File: config.mk
export PLATFORM = sky130hd
export DESIGN_NAME = regf_mp_flat
export DESIGN_NICKNAME = d
export VERILOG_FILES = /design/src/rtl/regf_mp_if.sv /design/src/rtl/regf_mp.sv /design/src/flat_wrapper.sv
export SDC_FILE = /design/constraint.sdc
export NUM_CORES = 2
export LEC_CHECK = 0
export ABC_AREA = 1
export CAP_MARGIN = 20
export CORE_ASPECT_RATIO = 1.4
export CORE_MARGIN = 2
export CORE_UTILIZATION = 45
export DETAILED_ROUTE_END_ITERATION = 10
export GPL_TIMING_DRIVEN = 1
export SYNTH_ARGS = -nofsm -noshare
export SYNTH_HDL_FRONTEND = slang
export SYNTH_SLANG_ARGS = --single-unit
File: constraint.sdc
create_clock -name clk -period 73.1 [get_ports clk]
set_clock_uncertainty 0.2 [all_clocks]
set_input_delay 10.965 -clock clk [delete_from_list [all_inputs] [get_ports clk]]
set_output_delay 10.965 -clock clk [all_outputs]
set_load 0.05 [all_outputs]
File: src/rtl/regf_mp_if.sv
// Register file bundle: read ports, writeback, issue allocation and flush.
// Master drives requests; slave returns read data, busy flags and scoreboard.
interface regf_mp_if #(
    parameter int XLEN = 32,
    parameter int NREG = 32,
    parameter int NRP  = 2
);
    localparam int AW = $clog2(NREG);

    logic [NRP-1:0]      rd_en;
    logic [NRP*AW-1:0]   rd_addr;
    logic [NRP*XLEN-1:0] rd_data;
    logic [NRP-1:0]      rd_busy;
    logic                w_enable;
    logic [AW-1:0]       w_addr;
    logic [XLEN-1:0]     w_data;
    logic                alloc_en;
    logic [AW-1:0]       alloc_addr;
    logic                flush;
    logic [NREG-1:0]     busy_vec;

    modport master (
        output rd_en, rd_addr, w_enable, w_addr, w_data,
        output alloc_en, alloc_addr, flush,
        input  rd_data, rd_busy, busy_vec
    );

    modport slave (
        input  rd_en, rd_addr, w_enable, w_addr, w_data,
        input  alloc_en, alloc_addr, flush,
        output rd_data, rd_busy, busy_vec
    );
endinterface

File: src/rtl/regf_mp.sv
// Multi-read-port integer register file with registered reads,
// optional write-first bypass and a per-register busy scoreboard.
module regf_mp #(
    parameter int XLEN     = 32,
    parameter int NREG     = 32,
    parameter int NRP      = 2,
    parameter int ZERO_REG = 1,
    parameter int BYPASS   = 1
) (
    input logic       clk,
    input logic       rstn,
    regf_mp_if.slave  bus
);
    localparam int AW = $clog2(NREG);

    logic [XLEN-1:0] regs [NREG];
    logic [NREG-1:0] busy;
    logic [NREG-1:0] busy_nxt;
    logic            wr_en;
    logic [AW-1:0]   raddr  [NRP];
    logic [XLEN-1:0] d_nxt  [NRP];
    logic [XLEN-1:0] d_q    [NRP];
    logic [NRP-1:0]  b_q;

    assign wr_en = bus.w_enable &&
                   !(ZERO_REG != 0 && bus.w_addr == '0);

    // Flush wins; a same-cycle alloc outranks the writeback clear.
    always_comb begin
        busy_nxt = busy;
        if (bus.flush) begin
            busy_nxt = '0;
        end else begin
            if (bus.w_enable)
                busy_nxt[bus.w_addr] = 1'b0;
            if (bus.alloc_en)
                busy_nxt[bus.alloc_addr] = 1'b1;
        end
        if (ZERO_REG != 0)
            busy_nxt[0] = 1'b0;
    end

    always_ff @(posedge clk or posedge rstn) begin
        if (rstn) begin
            busy <= '0;
            for (int i = 0; i < NREG; i++)
                regs[i] <= '0;
        end else begin
            busy <= busy_nxt;
            if (wr_en)
                regs[bus.w_addr] <= bus.w_data;
        end
    end

    always_comb begin
        for (int k = 0; k < NRP; k++) begin
            raddr[k] = bus.rd_addr[k*AW +: AW];
            d_nxt[k] = regs[raddr[k]];
            if (BYPASS != 0 && wr_en && bus.w_addr == raddr[k])
                d_nxt[k] = bus.w_data;
            if (ZERO_REG != 0 && raddr[k] == '0)
                d_nxt[k] = '0;
        end
    end

    always_ff @(posedge clk or posedge rstn) begin
        if (rstn) begin
            b_q <= '0;
            for (int k = 0; k < NRP; k++)
                d_q[k] <= '0;
        end else begin
            for (int k = 0; k < NRP; k++) begin
                if (bus.rd_en[k]) begin
                    d_q[k] <= d_nxt[k];
                    b_q[k] <= busy_nxt[raddr[k]];
                end
            end
        end
    end

    always_comb begin
        bus.rd_data = '0;
        for (int k = 0; k < NRP; k++)
            bus.rd_data[k*XLEN +: XLEN] = d_q[k];
    end

    assign bus.rd_busy  = b_q;
    assign bus.busy_vec = busy;
endmodule

File: src/flat_wrapper.sv
// flat-port wrapper written by rule: the top's interface ports become plain ports
module regf_mp_flat 
#(
    parameter int XLEN     = 32,
    parameter int NREG     = 32,
    parameter int NRP      = 2,
    parameter int ZERO_REG = 1,
    parameter int BYPASS   = 1
)
  (clk, rstn, bus_rd_en, bus_rd_addr, bus_w_enable, bus_w_addr, bus_w_data, bus_alloc_en, bus_alloc_addr, bus_flush, bus_rd_data, bus_rd_busy, bus_busy_vec);
  regf_mp_if #(.XLEN(XLEN), .NREG(NREG), .NRP(NRP)) bus_i ();
  input logic clk;
  input logic rstn;
  input wire logic [$bits(bus_i.rd_en)-1:0] bus_rd_en;
  input wire logic [$bits(bus_i.rd_addr)-1:0] bus_rd_addr;
  input wire logic [$bits(bus_i.w_enable)-1:0] bus_w_enable;
  input wire logic [$bits(bus_i.w_addr)-1:0] bus_w_addr;
  input wire logic [$bits(bus_i.w_data)-1:0] bus_w_data;
  input wire logic [$bits(bus_i.alloc_en)-1:0] bus_alloc_en;
  input wire logic [$bits(bus_i.alloc_addr)-1:0] bus_alloc_addr;
  input wire logic [$bits(bus_i.flush)-1:0] bus_flush;
  output wire logic [$bits(bus_i.rd_data)-1:0] bus_rd_data;
  output wire logic [$bits(bus_i.rd_busy)-1:0] bus_rd_busy;
  output wire logic [$bits(bus_i.busy_vec)-1:0] bus_busy_vec;
  assign bus_i.rd_en = bus_rd_en;
  assign bus_i.rd_addr = bus_rd_addr;
  assign bus_i.w_enable = bus_w_enable;
  assign bus_i.w_addr = bus_w_addr;
  assign bus_i.w_data = bus_w_data;
  assign bus_i.alloc_en = bus_alloc_en;
  assign bus_i.alloc_addr = bus_alloc_addr;
  assign bus_i.flush = bus_flush;
  assign bus_rd_data = bus_i.rd_data;
  assign bus_rd_busy = bus_i.rd_busy;
  assign bus_busy_vec = bus_i.busy_vec;
  regf_mp #(.XLEN(XLEN), .NREG(NREG), .NRP(NRP), .ZERO_REG(ZERO_REG), .BYPASS(BYPASS)) u_core (.clk(clk), .rstn(rstn), .bus(bus_i));
endmodule
## After elaboration in Yosys (flattened, before gate mapping)

Cells that the tools add are included.

| word-level totals | value |
|---|---|
| flip-flop bits (word level) | 1121 |

| cells by class | value |
|---|---|
| magnitude comparators | 10 |
| equality and inequality tests | 2 |
| multiplexer cells | 25 |
| bitwise gates (word level) | 6 |
| reductions and logical operators | 10 |

Operator list:

| kind | count |
|---|---|
| $bwmux 1024 | 1 |
| $mux 32 | 13 |
| $bmux 32 s5 | 2 |
| $demux 32 s5 | 1 |
| $and 32x32->32 | 1 |
| $not 32->32 | 1 |
| $or 32x32->32 | 1 |
| $lt 5x6->1 const B | 4 |
| $ge 6x6->1 const B | 3 |
| $not 5->6 | 3 |
| $logic_not 5->1 | 3 |
| $bmux 1 s5 | 2 |
| $demux 1 s5 | 2 |
| $eq 5x5->1 | 2 |
| $ge 5x1->1 const B | 2 |
| $logic_and 1x1->1 | 6 |
| $lt 6x1->1 const B | 1 |
| $mux 1 | 4 |
| $logic_not 1->1 | 1 |

## Depth between registers and ports, before layout

| depth | value |
|---|---|
| depth after elaboration | 13 |
| gate-level depth with buffers | 17 |
| mapped depth without buffers | 16 |

## Worst setup path after synthesis

Ideal clock, no wire load.

| path | value |
|---|---|
| path type | input to register |
| start | input bus_w_addr[4] |
| end | register u_core.b_q[1] (netlist: u_core.bus.rd_busy[1]) |
| setup time | 0.118 ns |
| arrival time | 12.177 ns |
| data required time | 72.782 ns |
| path slack | 60.606 ns |
| cell stages on the path | 15 |
| path buffers | 1 |
| cells stage by stage | buf_2 inv_2 nand3_1 nor2_4 inv_2 nand2_1 nand2_1 nand2_1 nor2_1 nor2_1 nand2_1 a21boi_1 nor2_1 nand2_1 nand2_1 |

| between the ends | value |
|---|---|
| longest elaborated chain between the ends | 13 |

RTL lines:

| item | line | source |
|---|---|---|
| start: declaration | flat_wrapper.sv:17 | `input wire logic [$bits(bus_i.w_addr)-1:0] bus_w_addr;` |
| $lt 5x6->1 (not written as such) or $ge 5x1->1 (tied branches) | regf_mp.sv:35 | `busy_nxt[bus.w_addr] = 1'b0;` |
| $logic_and 1x1->1 (not written as such) | regf_mp.sv:35 |  |
| $mux 1 (not written as such) | regf_mp.sv:35 |  |
| $demux 1 s5 (*) | -- |  |
| $not 32->32 (no line) (*) | -- |  |
| $and 32x32->32 (no line) (*) | -- |  |
| $mux 32 (*) | regf_mp.sv:34 | `if (bus.w_enable)` |
| $mux 32 (*) | regf_mp.sv:31 | `if (bus.flush) begin` |
| $or 32x32->32 (no line) | -- |  |
| $mux 32 (*) | regf_mp.sv:36 | `if (bus.alloc_en)` |
| $mux 32 (*) | regf_mp.sv:31 |  |
| $bmux 1 s5 (*) | regf_mp.sv:75 | `b_q[k] <= busy_nxt[raddr[k]];` |
| $mux 1 (not written as such) (*) | regf_mp.sv:75 |  |
| end signal: indexed assignment | regf_mp.sv:75 |  |
| end: declaration | regf_mp.sv:23 | `logic [NRP-1:0] b_q;` |

Mark *: on every way between the ends. The rest lies on a longest branch, timed or not. The select of a mux whose other input is x is not followed.
A chain may end at the register's enable or synchronous reset.

## Worst setup path after layout

| path | value |
|---|---|
| start | input bus_rd_addr[5] |
| end | register u_core.d_q (netlist bit u_core.bus.rd_data[43]) |

| between the ends | value |
|---|---|
| longest elaborated chain between the ends | 6 |

RTL lines:

| item | line | source |
|---|---|---|
| start: declaration | flat_wrapper.sv:15 | `input wire logic [$bits(bus_i.rd_addr)-1:0] bus_rd_addr;` |
| $not 5->6 (not written as such) | regf_mp.sv:58 | `d_nxt[k] = regs[raddr[k]];` |
| $bmux 32 s5 | regf_mp.sv:58 |  |
| $mux 32 (not written as such) (2 in a row) | regf_mp.sv:58 |  |
| $mux 32 | regf_mp.sv:59 | `if (BYPASS != 0 && wr_en && bus.w_addr == raddr[k])` |
| $mux 32 (*) | regf_mp.sv:61 | `if (ZERO_REG != 0 && raddr[k] == '0)` |
| end signal: indexed assignment | regf_mp.sv:74 | `d_q[k] <= d_nxt[k];` |
| end: declaration | regf_mp.sv:22 | `logic [XLEN-1:0] d_q [NRP];` |

Marks and branches as above.

==> metrics <==
layout cells sized above 1=0.0512; crit-path max FO=just under 100; Avg Inst Size Synth=slightly below 8 um2; DIE HEIGHT=432 um; Slew Limit Fails=0; grt total ovfl=0; Max-slew headroom=0.141; vias=between 50000 and 60000; DR vias/cell=6.44; CP Capture Type=register; wire length per cell=28.5 um; Synthesized Nets=between 7000 and 8000; fin util=0.495; post-synthesis cell type count=between 40 and 50; Worst VDD drop=~19 uV; largest net degree at the start of global routing=between 150 and 200; CTS clk-pin slew, worst paths=~0.060 ns; IO buf count=approximately 160; number of setup buffers added after CTS=0; Synth Register Bits=around 1100; CTS Buf Count=approximately 110; Detailed Routing Iterations Pass 1=8; clk sinks=about 1100; Pwr Density=approximately 28 nW/um2; Worst EP arrival=between 15 and 20 ns; nets@finish=approximately 7300; die area=134000 um2; Hold Buf Count CTS=0; H-tree Lvls=3; die width=a little over 300 um; Initial Util=0.452; Gate Count Post-Synth=about 7600; GPL Wtd Cong=0.897; status=complete, no violations; root cell of the clock tree=clkbuf_16; RSZ-0062 raised after global routing=no; setup TNS=0 ns; synthesized area=between 50000 and 60000 um2; fill cell count=12729; area delta synth->final=9.54%; FMAX=slightly below 70 MHz; GRT Overall Usage=0.383; initial drt markers=between 8000 and 9000; synth warn=0; initial antenna violation count=15; Hold Vio Cnt, Final=0; fin crit share=0.203; worst hold path class=reg2reg; WL final=about 260000 um; Setup CP Type=in2reg; register area share after synthesis=0.477; Top Ports=between 150 and 200; maximum clock path buffer count=3; Max Cap Viol=0; post-DP HPWL=between 100000 and 150000 um; global-route wire length before repair=around 380000 um; Worst Tran Pin Value=between 1 and 1.5 ns; Leak=about 29 nW; crit start category=input pin; worst skew pair latency=between 0.7 and 0.8 ns; # DRC=0; number of gates resized after cts=0; num rows=~160; DRT antenna net count=0; number of global-route vias before repair=~55000; final setup vio count=0; CTS tree=built; Tmin final=around 15 ns; Worst Path Required=about 74 ns; core region area=between 100000 and 150000 um2
through the flow:
step	cell area [um2]	std cells	setup WS, ns	hold slack (ns)	power [W]
6_report	64500	9114	58.28	0.177	0.00177
5_1_grt	64500	9110	58.19	0.184	0.00185
3_5_place_dp	60500	8896	57.77	0.166	0.00114
3_3_place_gp	60500	8896	57.80	0.166	0.00114
4_1_cts	64400	9107	58.56	0.179	0.00177
2_1_floorplan	58900	7636	30.37	0.229	0.00103
layout make-up:
| type | instances | area [um2] | share of cell area |
|---|---|---|---|
| Antenna cell | 6 | 15.0 | 0.000233 |
| Clock buffer | 160 | 3310 | 0.0513 |
| Clock inverter | 51 | 617 | 0.00957 |
| Inverter | 441 | 1700 | 0.0264 |
| Multi-Input combinational cell | 5330 | 26100 | 0.405 |
| Sequential cell | 1121 | 28100 | 0.435 |
| Tap cell | 1749 | 2190 | 0.0339 |
| Timing Repair Buffer | 256 | 2460 | 0.0382 |
path summary, 6_finish.rpt:
check                      slack (ns)                           from                                 end  cells after the start
max in group asynchronous       58.69                           rstn        u_core.regs[161]$_DFFE_PP0P_                      5
min reg2reg                      0.18  u_core.regs[1018]$_DFFE_PP0P_       u_core.regs[1018]$_DFFE_PP0P_                      0
max                             58.28                 bus_rd_addr[5]  u_core.bus.rd_data[43]$_DFFE_PP0P_                     14
min                              0.18  u_core.regs[1018]$_DFFE_PP0P_       u_core.regs[1018]$_DFFE_PP0P_                      0
max reg2reg                     70.92   u_core.regs[439]$_DFFE_PP0P_  u_core.bus.rd_data[55]$_DFFE_PP0P_                      8
min in group asynchronous       10.64                           rstn        u_core.regs[341]$_DFFE_PP0P_                      2
critical path: stages:
cell      delay (ns)
buf_8           0.18
inv_6           0.55
nand2_4         0.18
inv_8           0.67
buf_4           0.86
buf_4           0.74
a21oi_1         0.15
o221ai_1        0.12
nand3_1         0.15
nand2_1         0.16
nand2_1         0.07
nand3_1         0.10
o211ai_1        0.09
nand2_1         0.11
synth_stat cells (all sizes together):
cell     count  area share
o2111ai    217       0.032
a211oi       5     0.00064
buf        297       0.027
nand2     2068        0.13
o21ai     1433        0.12
o41ai        1     0.00015
nor2       395       0.026
and2         2     0.00021
inv        439       0.028
nor4         2     0.00043
dfrtp     1121        0.48
o21bai      14      0.0018
nand3      395       0.034
nand4        9     0.00096
a31oi        5     0.00053
clkbuf     447       0.029
a21boi       1     0.00013
conb         1    0.000064
clkinv       2     0.00013
a21oi      343       0.029
or2          1     0.00011
nor3        15      0.0016
xor2         6     0.00089
nand3b       1     0.00013
o211ai     224       0.029
o221ai     186       0.028
o22ai        6     0.00064
power by group:
part	internal (W)	switching (W)
Sequential	0.000731	0.0000841
Clock	0.000360	0.000267
Combinational	0.000107	0.000225
cell usage in the layout (no fill, tap or decap), types with 8 or more instances in the layout:
cell type        Yosys  routed
inv_2               13      14
clkbuf_8             0      26
buf_4               45      92
nor3_1              12      12
clkbuf_16            0     116
buf_12               0      10
bufinv_16            0      13
clkdlybuf4s50_1      0     145
nand4_1              9       9
clkinv_2             0      32
o221ai_1           186     186
nand2_4              2      28
o21bai_1            14      14
nor2_1             386     382
a21oi_1            342     342
o211ai_1           224     224
dfrtp_1           1121    1121
nand3_1            394     394
inv_1              423     414
clkbuf_1           446      20
o21ai_0           1399    1399
o2111ai_1          217     217
o21ai_1             34      34
nor2_2               6       8
nand2_1           2062    2038
per-layer routing:
metal	part of all wire	routed length [um]	track usage
met1	0.37	96500	0.498
met2	0.43	112000	0.574
met3	0.13	32700	0.0943
met4	0.070	18200	0.238
met5	0.00033	87	0
flip-flops by register name, indices dropped and copies added (netlist names):
name                 count
u_core.bus.rd_busy       2
u_core.bus.busy_vec     31
u_core.regs           1024
u_core.bus.rd_data      64
cells by family (layout without fill, tap and decap cells):
kind of cell           count (synthesis)  count (layout)  share of synthesized area
other                                  1               7                  0.0000637
flip-flops                          1121            1121                      0.477
buffers and inverters               1185             908                     0.0836
AND/OR/NAND/NOR                     2888            2888                      0.195
AO/OA/AOI/OAI                       2435            2435                      0.244
XOR/XNOR                               6               6                   0.000893
No activity file was read; power rests on OpenSTA's default activity.
